===== src/rtl/fabric_cfg_pkg.sv =====
// rtl/fabric_cfg_pkg.sv - register map, status/ctrl bit positions and FSM states for the eFPGA self-config bridge
package fabric_cfg_pkg;

  localparam logic [1:0] REG_DATA   = 2'd0;
  localparam logic [1:0] REG_STATUS = 2'd1;
  localparam logic [1:0] REG_CTRL   = 2'd2;
  localparam logic [1:0] REG_ID     = 2'd3;

  localparam int ST_EMPTY     = 0;
  localparam int ST_FULL      = 1;
  localparam int ST_BUSY      = 2;
  localparam int ST_OVERFLOW  = 3;
  localparam int ST_DONE      = 4;
  localparam int ST_COUNT_LSB = 8;
  localparam int ST_SENT_LSB  = 16;

  localparam int CTRL_ENABLE    = 0;
  localparam int CTRL_FLUSH     = 1;
  localparam int CTRL_CLR_OVF   = 2;
  localparam int CTRL_CLR_DONE  = 3;

  localparam logic [31:0] ID_VALUE = 32'hFAB0_C0F1;

  typedef enum logic [1:0] {
    IDLE   = 2'd0,
    STROBE = 2'd1,
    GAP    = 2'd2
  } cfg_state_e;

  function automatic logic [31:0] pack_status(
    input logic        empty,
    input logic        full,
    input logic        busy,
    input logic        overflow,
    input logic        done,
    input logic [3:0]  count,
    input logic [15:0] words_sent
  );
    logic [31:0] s;
    s = '0;
    s[ST_EMPTY]    = empty;
    s[ST_FULL]     = full;
    s[ST_BUSY]     = busy;
    s[ST_OVERFLOW] = overflow;
    s[ST_DONE]     = done;
    s[ST_COUNT_LSB +: 4] = count;
    s[ST_SENT_LSB +: 16] = words_sent;
    return s;
  endfunction

endpackage


===== src/rtl/cfg_word_fifo.sv =====
// rtl/cfg_word_fifo.sv - synchronous config-word FIFO with flush
module cfg_word_fifo #(
  parameter int DEPTH = 4,
  parameter int WIDTH = 32,
  parameter int AW    = $clog2(DEPTH),
  parameter int CW    = $clog2(DEPTH + 1)
) (
  input  logic             clk,
  input  logic             rst,
  input  logic             push,
  input  logic             pop,
  input  logic             flush,
  input  logic [WIDTH-1:0] din,
  output logic [WIDTH-1:0] dout,
  output logic [CW-1:0]    count,
  output logic             empty,
  output logic             full
);

  logic [WIDTH-1:0] mem [DEPTH];
  logic [AW-1:0]    wr_ptr;
  logic [AW-1:0]    rd_ptr;
  logic             do_push;
  logic             do_pop;

  assign empty   = (count == '0);
  assign full    = (count == CW'(DEPTH));
  assign do_push = push & ~full;
  assign do_pop  = pop & ~empty;
  assign dout    = mem[rd_ptr];

  // DEPTH is a power of two, so the pointers wrap naturally
  always_ff @(posedge clk or posedge rst) begin
    if (rst) begin
      wr_ptr <= '0;
      rd_ptr <= '0;
      count  <= '0;
    end else if (flush) begin
      wr_ptr <= '0;
      rd_ptr <= '0;
      count  <= '0;
    end else begin
      if (do_push) wr_ptr <= wr_ptr + AW'(1);
      if (do_pop)  rd_ptr <= rd_ptr + AW'(1);
      case ({do_push, do_pop})
        2'b10:   count <= count + CW'(1);
        2'b01:   count <= count - CW'(1);
        default: count <= count;
      endcase
    end
  end

  always_ff @(posedge clk) begin
    if (do_push && !flush) mem[wr_ptr] <= din;
  end

endmodule


===== src/rtl/wb_self_config_bridge.sv =====
// rtl/wb_self_config_bridge.sv - Wishbone slave that queues config words and replays them to the eFPGA self-write port
module wb_self_config_bridge #(
  parameter logic [31:0] BASE_ADDR  = 32'h3000_0000,
  parameter int          FIFO_DEPTH = 4,
  parameter int          GAP_CYCLES = 2
) (
  input  logic        wb_clk_i,
  input  logic        wb_rst_i,
  input  logic        wbs_stb_i,
  input  logic        wbs_cyc_i,
  input  logic        wbs_we_i,
  input  logic [3:0]  wbs_sel_i,
  input  logic [31:0] wbs_adr_i,
  input  logic [31:0] wbs_dat_i,
  output logic        wbs_ack_o,
  output logic [31:0] wbs_dat_o,
  output logic        SelfWriteStrobe,
  output logic [31:0] SelfWriteData,
  output logic        irq
);
  import fabric_cfg_pkg::*;

  localparam int CNT_W = $clog2(FIFO_DEPTH + 1);

  logic              addr_hit, access, bus_wr, bus_rd;
  logic [1:0]        reg_sel;
  logic              push_req, ctrl_wr, flush, clr_ovf, clr_done;
  logic              enable, overflow, done, emitted;
  logic [15:0]       words_sent;
  logic [31:0]       rdata;
  logic              fifo_pop, fifo_empty, fifo_full, fifo_empty_next;
  logic [31:0]       fifo_dout;
  logic [CNT_W-1:0]  fifo_count;
  cfg_state_e        state, next_state;
  logic [3:0]        gap_cnt, gap_next;
  logic              enter_idle, done_set;
  logic              unused_bits;

  assign unused_bits = &{1'b0, wbs_sel_i, wbs_adr_i[1:0]};

  assign addr_hit = (wbs_adr_i[31:4] == BASE_ADDR[31:4]);
  assign access   = wbs_stb_i & wbs_cyc_i & addr_hit & ~wbs_ack_o;
  assign bus_wr   = access & wbs_we_i;
  assign bus_rd   = access & ~wbs_we_i;
  assign reg_sel  = wbs_adr_i[3:2];
  assign push_req = bus_wr && (reg_sel == REG_DATA);
  assign ctrl_wr  = bus_wr && (reg_sel == REG_CTRL);
  assign flush    = ctrl_wr & wbs_dat_i[CTRL_FLUSH];
  assign clr_ovf  = ctrl_wr & wbs_dat_i[CTRL_CLR_OVF];
  assign clr_done = ctrl_wr & wbs_dat_i[CTRL_CLR_DONE];

  cfg_word_fifo #(
    .DEPTH (FIFO_DEPTH),
    .WIDTH (32)
  ) u_fifo (
    .clk   (wb_clk_i),
    .rst   (wb_rst_i),
    .push  (push_req),
    .pop   (fifo_pop),
    .flush (flush),
    .din   (wbs_dat_i),
    .dout  (fifo_dout),
    .count (fifo_count),
    .empty (fifo_empty),
    .full  (fifo_full)
  );

  always_comb begin
    rdata = '0;
    case (reg_sel)
      REG_STATUS: rdata = pack_status(fifo_empty, fifo_full, state != IDLE, overflow, done,
                                      4'(fifo_count), words_sent);
      REG_CTRL:   rdata = {31'b0, enable};
      REG_ID:     rdata = ID_VALUE;
      default:    rdata = '0;
    endcase
  end

  always_ff @(posedge wb_clk_i or posedge wb_rst_i) begin
    if (wb_rst_i) begin
      wbs_ack_o <= 1'b0;
      wbs_dat_o <= '0;
      enable    <= 1'b0;
      overflow  <= 1'b0;
    end else begin
      wbs_ack_o <= access;
      wbs_dat_o <= bus_rd ? rdata : '0;
      if (ctrl_wr) enable <= wbs_dat_i[CTRL_ENABLE];
      // a write to a full FIFO is lost even if the FSM pops on the same edge
      if (push_req && fifo_full) overflow <= 1'b1;
      else if (clr_ovf)          overflow <= 1'b0;
    end
  end

  always_comb begin
    next_state = state;
    gap_next   = gap_cnt;
    fifo_pop   = 1'b0;
    case (state)
      IDLE: begin
        if (enable && !fifo_empty && !flush) begin
          fifo_pop   = 1'b1;
          next_state = STROBE;
        end
      end
      STROBE: begin
        if (GAP_CYCLES == 0) begin
          next_state = IDLE;
        end else begin
          next_state = GAP;
          gap_next   = 4'(GAP_CYCLES);
        end
      end
      GAP: begin
        gap_next = gap_cnt - 4'd1;
        if (gap_cnt <= 4'd1) next_state = IDLE;
      end
      default: next_state = IDLE;
    endcase
  end

  // FIFO occupancy as it will be after this edge; the FSM never pops outside IDLE
  assign fifo_empty_next = flush | (fifo_empty & ~push_req);
  assign enter_idle      = (next_state == IDLE) && (state != IDLE);
  assign done_set        = enter_idle & fifo_empty_next & (emitted | (state == STROBE));

  always_ff @(posedge wb_clk_i or posedge wb_rst_i) begin
    if (wb_rst_i) begin
      state         <= IDLE;
      gap_cnt       <= '0;
      SelfWriteData <= '0;
      words_sent    <= '0;
      done          <= 1'b0;
      emitted       <= 1'b0;
    end else begin
      state   <= next_state;
      gap_cnt <= gap_next;
      if (fifo_pop)        SelfWriteData <= fifo_dout;
      if (state == STROBE) words_sent    <= words_sent + 16'd1;
      if (done_set)        done          <= 1'b1;
      else if (clr_done)   done          <= 1'b0;
      if (state == STROBE) emitted       <= 1'b1;
      else if (clr_done)   emitted       <= 1'b0;
    end
  end

  assign SelfWriteStrobe = (state == STROBE);
  assign irq             = done;

endmodule


===== config.mk =====
export PLATFORM = sky130hd
export DESIGN_NAME = wb_self_config_bridge
export DESIGN_NICKNAME = d
export VERILOG_FILES = /design/src/rtl/fabric_cfg_pkg.sv /design/src/rtl/cfg_word_fifo.sv /design/src/rtl/wb_self_config_bridge.sv
export SDC_FILE = /design/constraint.sdc
export NUM_CORES = 1
export LEC_CHECK = 0
export CORE_ASPECT_RATIO = 2
export CORE_UTILIZATION = 45
export DETAILED_ROUTE_END_ITERATION = 10
export GPL_TIMING_DRIVEN = 0
export PLACE_DENSITY = 0.76
export SLEW_MARGIN = 20
export SYNTH_ARGS = -nofsm -noshare
export SYNTH_HDL_FRONTEND = slang
export SYNTH_SLANG_ARGS = --single-unit
export TNS_END_PERCENT = 5

===== constraint.sdc =====
create_clock -name wb_clk_i -period 2.7 [get_ports wb_clk_i]
set_input_delay 0.54 -clock wb_clk_i [delete_from_list [all_inputs] [get_ports wb_clk_i]]
set_output_delay 0.54 -clock wb_clk_i [all_outputs]
set_load 0.01 [all_outputs]

* Word level (Yosys, flattened, before mapping)
Memories as Yosys holds them, arrays and structs flattened. A register that Yosys moved wholly into a read port is not among the register bits.
Cells that the tools add are included.
** Operators by class
- Add/subtract/negate cells :: 6
- Magnitude comparators :: 1
- Eq/ne operators :: 9
- Mux-type cells :: 21
- Bitwise gates (word level) :: 20
- Reduce and logical (&&, ||, !) cells :: 21
** Operators with widths (number)
- $pmux W32 S3 :: 1
- $mux W32 :: 1
- $eq A28 B26 Y1 const B :: 1
- $add A16 B1 Y16 const B :: 1
- $reduce_bool A2 Y1 :: 7
- $and A1 B1 Y1 :: 13
- $mux W2 :: 6
- $mux W1 :: 9
- $eq A2 B2 Y1 const B :: 4
- $pmux W4 S2 :: 1
- $logic_and A1 B1 Y1 :: 7
- $eq A2 B1 Y1 const B :: 3
- $logic_not A2 Y1 :: 3
- $pmux W2 S3 :: 1
- $pmux W3 S2 :: 1
- $not A1 Y1 :: 5
- $add A2 B1 Y2 const B :: 2
- $le A4 B1 Y1 const B :: 1
- $sub A4 B1 Y4 const B :: 1
- $add A3 B1 Y3 const B :: 1
- $eq A3 B3 Y1 const B :: 1
- $logic_not A3 Y1 :: 1
- $mux W3 :: 1
- $reduce_bool A3 Y1 :: 1
- 3 further kinds :: 5
** Storage, ports and cells
- Register bits :: 66
- RAM bits :: 128
- Input bits :: 73
- Output and inout bits :: 67
- Logic and storage cells :: 91
- Memories :: 1
** Memory list
- u_fifo.mem :: words 4, bits a word 32, read ports 1, clocked after memory_dff 1, write ports 1, line cfg_word_fifo.sv:20 : logic [WIDTH-1:0] mem [DEPTH];

* Depth between registers and ports, before layout
- Depth after elaboration :: 15
- Depth in mapped cells :: 9
- Mapped depth without buffers :: 9

* Cells and area by module
Synthesis repeated with hierarchy kept, for this count alone.
** Second synthesis, totals
- Cell total of the unflattened synthesis :: 502
- Area total of the unflattened synthesis :: 8700.8 µm²
** Modules (own cells, without submodules)
- cfg_word_fifo :: instances 1, cells an instance 233, area an instance 5178.7 µm², sequential area each 4018.9 µm²
- wb_self_config_bridge :: instances 1, cells an instance 269, area an instance 3522.1 µm², sequential area each 2102.0 µm²

* Least setup slack after synthesis
Ideal clock, no wire load.
- Path kind :: input to register
- Start point :: input wbs_adr_i[21]
- End point :: memory u_fifo.mem[3][0], enable pin
- Library setup time :: 0.392 ns
- Arrival time :: 2.433 ns
- Required time :: 2.308 ns
- Slack :: -0.125 ns
- Cell stages on the path :: 4
- Path buffers :: 0
- Cells stage by stage :: nor4_1 nand4_1 nor4b_1 and2_1
** On the way
- Word-level cells in the longest chain between the ends :: 10
- Elaborated cells between the ends (all ways) :: 12
- Classes of those cells :: 1 x eq/ne; 2 x mux; 5 x bitwise; 4 x reduce/logical
** RTL lines
- start: declaration :: line wb_self_config_bridge.sv:13 : input logic [31:0] wbs_adr_i,
- $eq A28 B26 Y1 (*) :: line wb_self_config_bridge.sv:41 : assign addr_hit = (wbs_adr_i[31:4] == BASE_ADDR[31:4]);
- $and A1 B1 Y1 (*) (2 in series) :: line wb_self_config_bridge.sv:42 : assign access = wbs_stb_i & wbs_cyc_i & addr_hit & ~wbs_ack_o;
- $and A1 B1 Y1 (*) :: line wb_self_config_bridge.sv:43 : assign bus_wr = access & wbs_we_i;
- $logic_and A1 B1 Y1 :: line wb_self_config_bridge.sv:47 : assign ctrl_wr = bus_wr && (reg_sel == REG_CTRL);
- $and A1 B1 Y1 :: line wb_self_config_bridge.sv:48 : assign flush = ctrl_wr & wbs_dat_i[CTRL_FLUSH];
- $logic_not A1 Y1 :: line cfg_word_fifo.sv:54 : if (do_push && !flush) mem[wr_ptr] <= din;
- $logic_and A1 B1 Y1 (*) :: line cfg_word_fifo.sv:54
- $mux W1 (*) :: line cfg_word_fifo.sv:54
- $mux W1 (not written as such) (*) :: line cfg_word_fifo.sv:54
- end: declaration :: line cfg_word_fifo.sv:20
Mark *: on every way between the ends. The rest lies on a longest branch, timed or not.

* Worst setup path after layout
- Start point :: input wbs_adr_i[25]
- End point :: register u_fifo.count[2]
** On the way
- Word-level cells in the longest chain between the ends :: 14
- Elaborated cells between the ends (all ways) :: 18
- Classes of those cells :: 3 x eq/ne; 4 x mux; 6 x bitwise; 5 x reduce/logical
** RTL lines
- $eq A28 B26 Y1 (*) :: line wb_self_config_bridge.sv:41
- $and A1 B1 Y1 (*) (2 in series) :: line wb_self_config_bridge.sv:42
- $and A1 B1 Y1 (*) :: line wb_self_config_bridge.sv:43
- $logic_and A1 B1 Y1 :: line wb_self_config_bridge.sv:47
- $and A1 B1 Y1 :: line wb_self_config_bridge.sv:48
- $logic_not A1 Y1 :: line wb_self_config_bridge.sv:101 : if (enable && !fifo_empty && !flush) begin
- $logic_and A1 B1 Y1 :: line wb_self_config_bridge.sv:101
- $mux W1 :: line wb_self_config_bridge.sv:101
- $mux W1 :: line wb_self_config_bridge.sv:99 : case (state)
- $and A1 B1 Y1 :: line cfg_word_fifo.sv:29 : assign do_pop = pop & ~empty;
- $eq A2 B1 Y1 / $eq A2 B2 Y1 (equally long branches) :: line cfg_word_fifo.sv:45 : case ({do_push, do_pop})
- $pmux W3 S2 :: line cfg_word_fifo.sv:45
- $mux W3 :: line cfg_word_fifo.sv:38 : end else if (flush) begin
- end signal: assignment :: line cfg_word_fifo.sv:46 : 2'b10: count <= count + CW'(1);
- end signal: assignment :: line cfg_word_fifo.sv:47 : 2'b01: count <= count - CW'(1);
- end signal: assignment :: line cfg_word_fifo.sv:48 : default: count <= count;
- end: declaration :: line cfg_word_fifo.sv:15 : output logic [CW-1:0] count,
Marks and branches as above.
A chain may end at the register's enable or synchronous reset.

==> tab_implementation.tex <==
\begin{tabular}{lr}
\hline
Metric & Value \\
\hline
\multicolumn{2}{l}{\textbf{Critical path}} \\
\quad Element type at the critical path start & input pin \\
\quad Worst path top cell family by delay & simple AND/OR/NAND/NOR gates \\
\quad Start-to-end type of the worst setup path & input pin to flip-flop \\
\quad Slowest cell on crit path & clkdlybuf4s50\_1 \\
\quad Cell chain of the critical path & clkdlybuf4s50\_1 > nor4\_2 > nand4\_1 > buf\_4 > nor4b\_4 > nor3\_1 > fa\_2 > nor3\_2 > mux2i\_1 > a21oi\_1 > a21o\_1 \\
\quad Buf+Inv Stages, Crit Path & 2 \\
\quad Crit path capture type & flip-flop \\
\quad Data arrival time of the critical path & 3010 ps \\
\quad Startpoint of the worst-slack reg-to-reg timing path & u\_fifo.count[2] \\
\quad Delay of the slowest cell on the worst path & 440 ps \\
\quad Critical path startpoint & wbs\_adr\_i[25] \\
\quad Critical Path Fanout Max & 4 \\
\quad WP data required & 3130 ps \\
\multicolumn{2}{l}{\textbf{Timing}} \\
\quad Min Tclk post-route & 2580 ps \\
\quad Unrepaired setup endpoints after global routing & no \\
\quad Ratio of final minimum period to clock period & 95.4\% \\
\quad Final-layout worst hold slack & 458 ps \\
\quad Pin slew with the least headroom to its limit & 952 ps \\
\quad Setup tns final & 0 ps \\
\quad Max-slew violation count & 0 \\
\quad Setup clock skew after layout & about 15 ps \\
\quad Rel. slew slack & between 30\% and 40\% \\
\quad Final worst setup slack & 124 ps \\
\quad Final setup violation count & 0 \\
\quad Final hold violations & 0 \\
\quad Peak Freq & around 390 MHz \\
\multicolumn{2}{l}{\textbf{Clocking}} \\
\quad Clock tree root buffer cell & clkbuf\_16 \\
\quad Clock buffer depth & 3 \\
\quad Clock Sink Count & 219 \\
\quad CTS hold repair buffers & 0 \\
\quad CTS H-tree depth & 1 \\
\quad Register clock-pin slew on the reported worst setup and hold paths & roughly 60 ps \\
\quad TritonCTS clock tree & yes \\
\quad Total CTS buffers & 19 \\
\quad Clock latency at the later pin of the worst-skew pair & 490 ps \\
\multicolumn{2}{l}{\textbf{Floorplan}} \\
\quad Effective utilization at floorplan & between 40\% and 50\% \\
\quad Total Die Area & 19900 sq um \\
\quad Core outline area & about 19000 sq um \\
\quad Die boundary height & 199 um \\
\quad Die Span X & around 100 um \\
\quad Number of placement rows & 71 \\
\quad Ports & 140 \\
\multicolumn{2}{l}{\textbf{Power and ir drop}} \\
\quad Total power per unit cell area & 566 nW/um\^{}2 \\
\quad Standby leakage power & between 4 and 5 nW \\
\quad Largest vdd supply drop & 0.374 mV \\
\quad Total Power & 6.36 mW \\
\multicolumn{2}{l}{\textbf{Synth}} \\
\quad Area of the mapped netlist & 8690 sq um \\
\quad Number of enable-type register cells in the synthesized netlist & roughly 130 \\
\quad Share of synthesized flip-flops with an asynchronous set or reset & around 42\% \\
\quad Main flop type after synthesis & edfxtp\_1 \\
\quad Mean post-synth cell area & 17.9 sq um \\
\quad Yosys warning total & 0 \\
\quad Share of the yosys chip area belonging to registers & a little over two thirds \\
\quad Synthesis-stage register bit count & 219 \\
\quad Gate count of the mapped netlist & 485 \\
\quad Synth top area share & 44.2\% \\
\quad Library cell with the largest summed area after synthesis & edfxtp\_1 \\
\quad Count of distinct cell types in the synthesized netlist & 52 \\
\quad Top area cells in the synthesized netlist & edfxtp\_1 (44\%), dfrtp\_1 (26\%), mux4\_2 (8.3\%) \\
\multicolumn{2}{l}{\textbf{Cells and area}} \\
\quad Multi-input gate area in the final layout & between 2000 and 2500 sq um \\
\quad Most common cell after layout, fill and taps aside & clkdlybuf4s50\_1 \\
\quad Antenna diode instance count & 0 \\
\quad Register Area & 6120 sq um \\
\quad Most used cells in the layout excluding fill and tap cells & clkdlybuf4s50\_1 (130), edfxtp\_1 (128), dfrtp\_1 (91) \\
\quad Share of final-layout standard cells stronger than drive strength 1 & 20.9\% \\
\quad Final core utilization & 59.6\% \\
\quad Fin area & 11200 sq um \\
\quad Count of non-filler cells in the finished layout & 919 \\
\quad Number of nets in the layout & 736 \\
\quad Area growth, synth to finish & 29.2\% \\
\quad Fill cells & about 1400 \\
\multicolumn{2}{l}{\textbf{Hold path}} \\
\quad Worst hold path type & input pin to asynchronous set/reset pin \\
\multicolumn{2}{l}{\textbf{Route}} \\
\quad WL/cell & 19.3 um \\
\quad Vias & 4797 \\
\quad Number of DRC violations after detailed routing & 0 \\
\quad Post-Route WL & 17.7 mm \\
\quad First-pass iteration count of the detailed router & 4 \\
\quad Number of DRC markers in iteration 0 & 166 \\
\quad Vias per inst & 5.22 \\
\quad Antenna Violating Nets Remaining & 0 \\
\multicolumn{2}{l}{\textbf{Place}} \\
\quad Final weighted congestion in routability-driven placement & 0.821 \\
\quad Post-DP Area & 10500 sq um \\
\quad Total of buffers placed on input and output ports & 130 \\
\quad Estimated wirelength of the detail-placed design & 12.7 mm \\
\quad Placed cell count & 879 \\
\quad Placement-stage worst setup slack & -900 ps \\
\multicolumn{2}{l}{\textbf{Global routing}} \\
\quad Vias in the first global route & 5333 \\
\quad Total track usage & 18.7\% \\
\quad Global-route wire length before repair & 28.1 mm \\
\quad Total grt overflow & 0 \\
\quad Antenna violations before repair & 0 \\
\quad Pin count of the biggest net entering global routing & 29 \\
\multicolumn{2}{l}{\textbf{Outcome}} \\
\quad Run status & completed \\
\multicolumn{2}{l}{\textbf{Job}} \\
\quad Number of max-cap violations & 0 \\
\hline
\end{tabular}
==> cell type report <==
class                   count  area share, %
plain buffers              25           1.55
clock buffers              28           5.09
clock inverters             6          0.345
inverters                  12          0.434
multi-input cells         231           21.5
flip-flops and latches    219           54.5
well taps                 255           2.84
repair buffers            143           13.7
==> power breakdown <==
part	internal, mW	switching, mW	leakage (nW)	total (mW)
Combinational	0.105	0.0844	1.61	0.189
Clock	1.48	1.14	0.296	2.62
Sequential	3.55	0.00000115	2.40	3.55
Total	5.13	1.22	4.30	6.36
==> layer usage <==
metal	routed length (um)	up-vias	track usage (%)
met3	723	52	3.23
met5	0	-	0
met2	10200	146	36.0
li1	-	2155	-
met4	733	0	8.48
met1	6060	2444	19.1
==> cell families after synthesis <==
kind of cell    after synthesis  synth area share, %
other cells                   1               0.0431
compound gates               35                 2.71
xor+xnor                     18                 1.90
fa+ha+maj                    12                 1.81
mux                          68                 14.1
buf+inv                      37                 2.49
flops                       219                 70.4
simple gates                 95                 6.52
==> cell usage after synthesis, types with 2 or more instances <==
| master | number |
|---|---|
| a21o_1 | 2 |
| a21oi_1 | 4 |
| and2_1 | 3 |
| and3_1 | 19 |
| and3b_1 | 2 |
| buf_1 | 3 |
| buf_12 | 3 |
| buf_2 | 2 |
| buf_4 | 7 |
| clkbuf_1 | 10 |
| dfrtp_1 | 91 |
| edfxtp_1 | 128 |
| ha_1 | 11 |
| inv_1 | 12 |
| mux2_2 | 6 |
| mux2_4 | 28 |
| mux2i_1 | 2 |
| mux4_2 | 32 |
| nand2_1 | 16 |
| nand3_1 | 13 |
| nand4_1 | 3 |
| nor2_1 | 16 |
| nor3_1 | 4 |
| nor3b_1 | 4 |
| nor4_1 | 4 |
| nor4_2 | 2 |
| nor4_4 | 2 |
| o21a_1 | 10 |
| o21ai_0 | 8 |
| xnor2_1 | 11 |
| xor2_1 | 6 |
==> timing repair <==
action / CTS / global route
pin swaps: 3 / 3
buffers inserted: 3 / 3
gates resized for setup: 6 / 4
endpoints found under the setup margin: 130 / 67
==> path summary, 6_finish.rpt <==
path,end,slack [ps],depth (start not counted)
min reg2reg,words_sent[8],490,1
min in group wb_clk_i,words_sent[8],490,1
max reg2reg,u_fifo.count[2],210,9
max in group asynchronous,SelfWriteData[13],1340,5
min,SelfWriteData[3],460,2
max,u_fifo.count[2],120,11
==> state kept, by name, summed over array words and instances, names as in the netlist, 2 cells and up <==
register       cells
words_sent        16
state              2
u_fifo.mem       128
SelfWriteData     32
u_fifo.count       3
u_fifo.wr_ptr      2
wbs_dat_o         25
u_fifo.rd_ptr      2
gap_cnt            4
(Power assumes the default switching activity.)
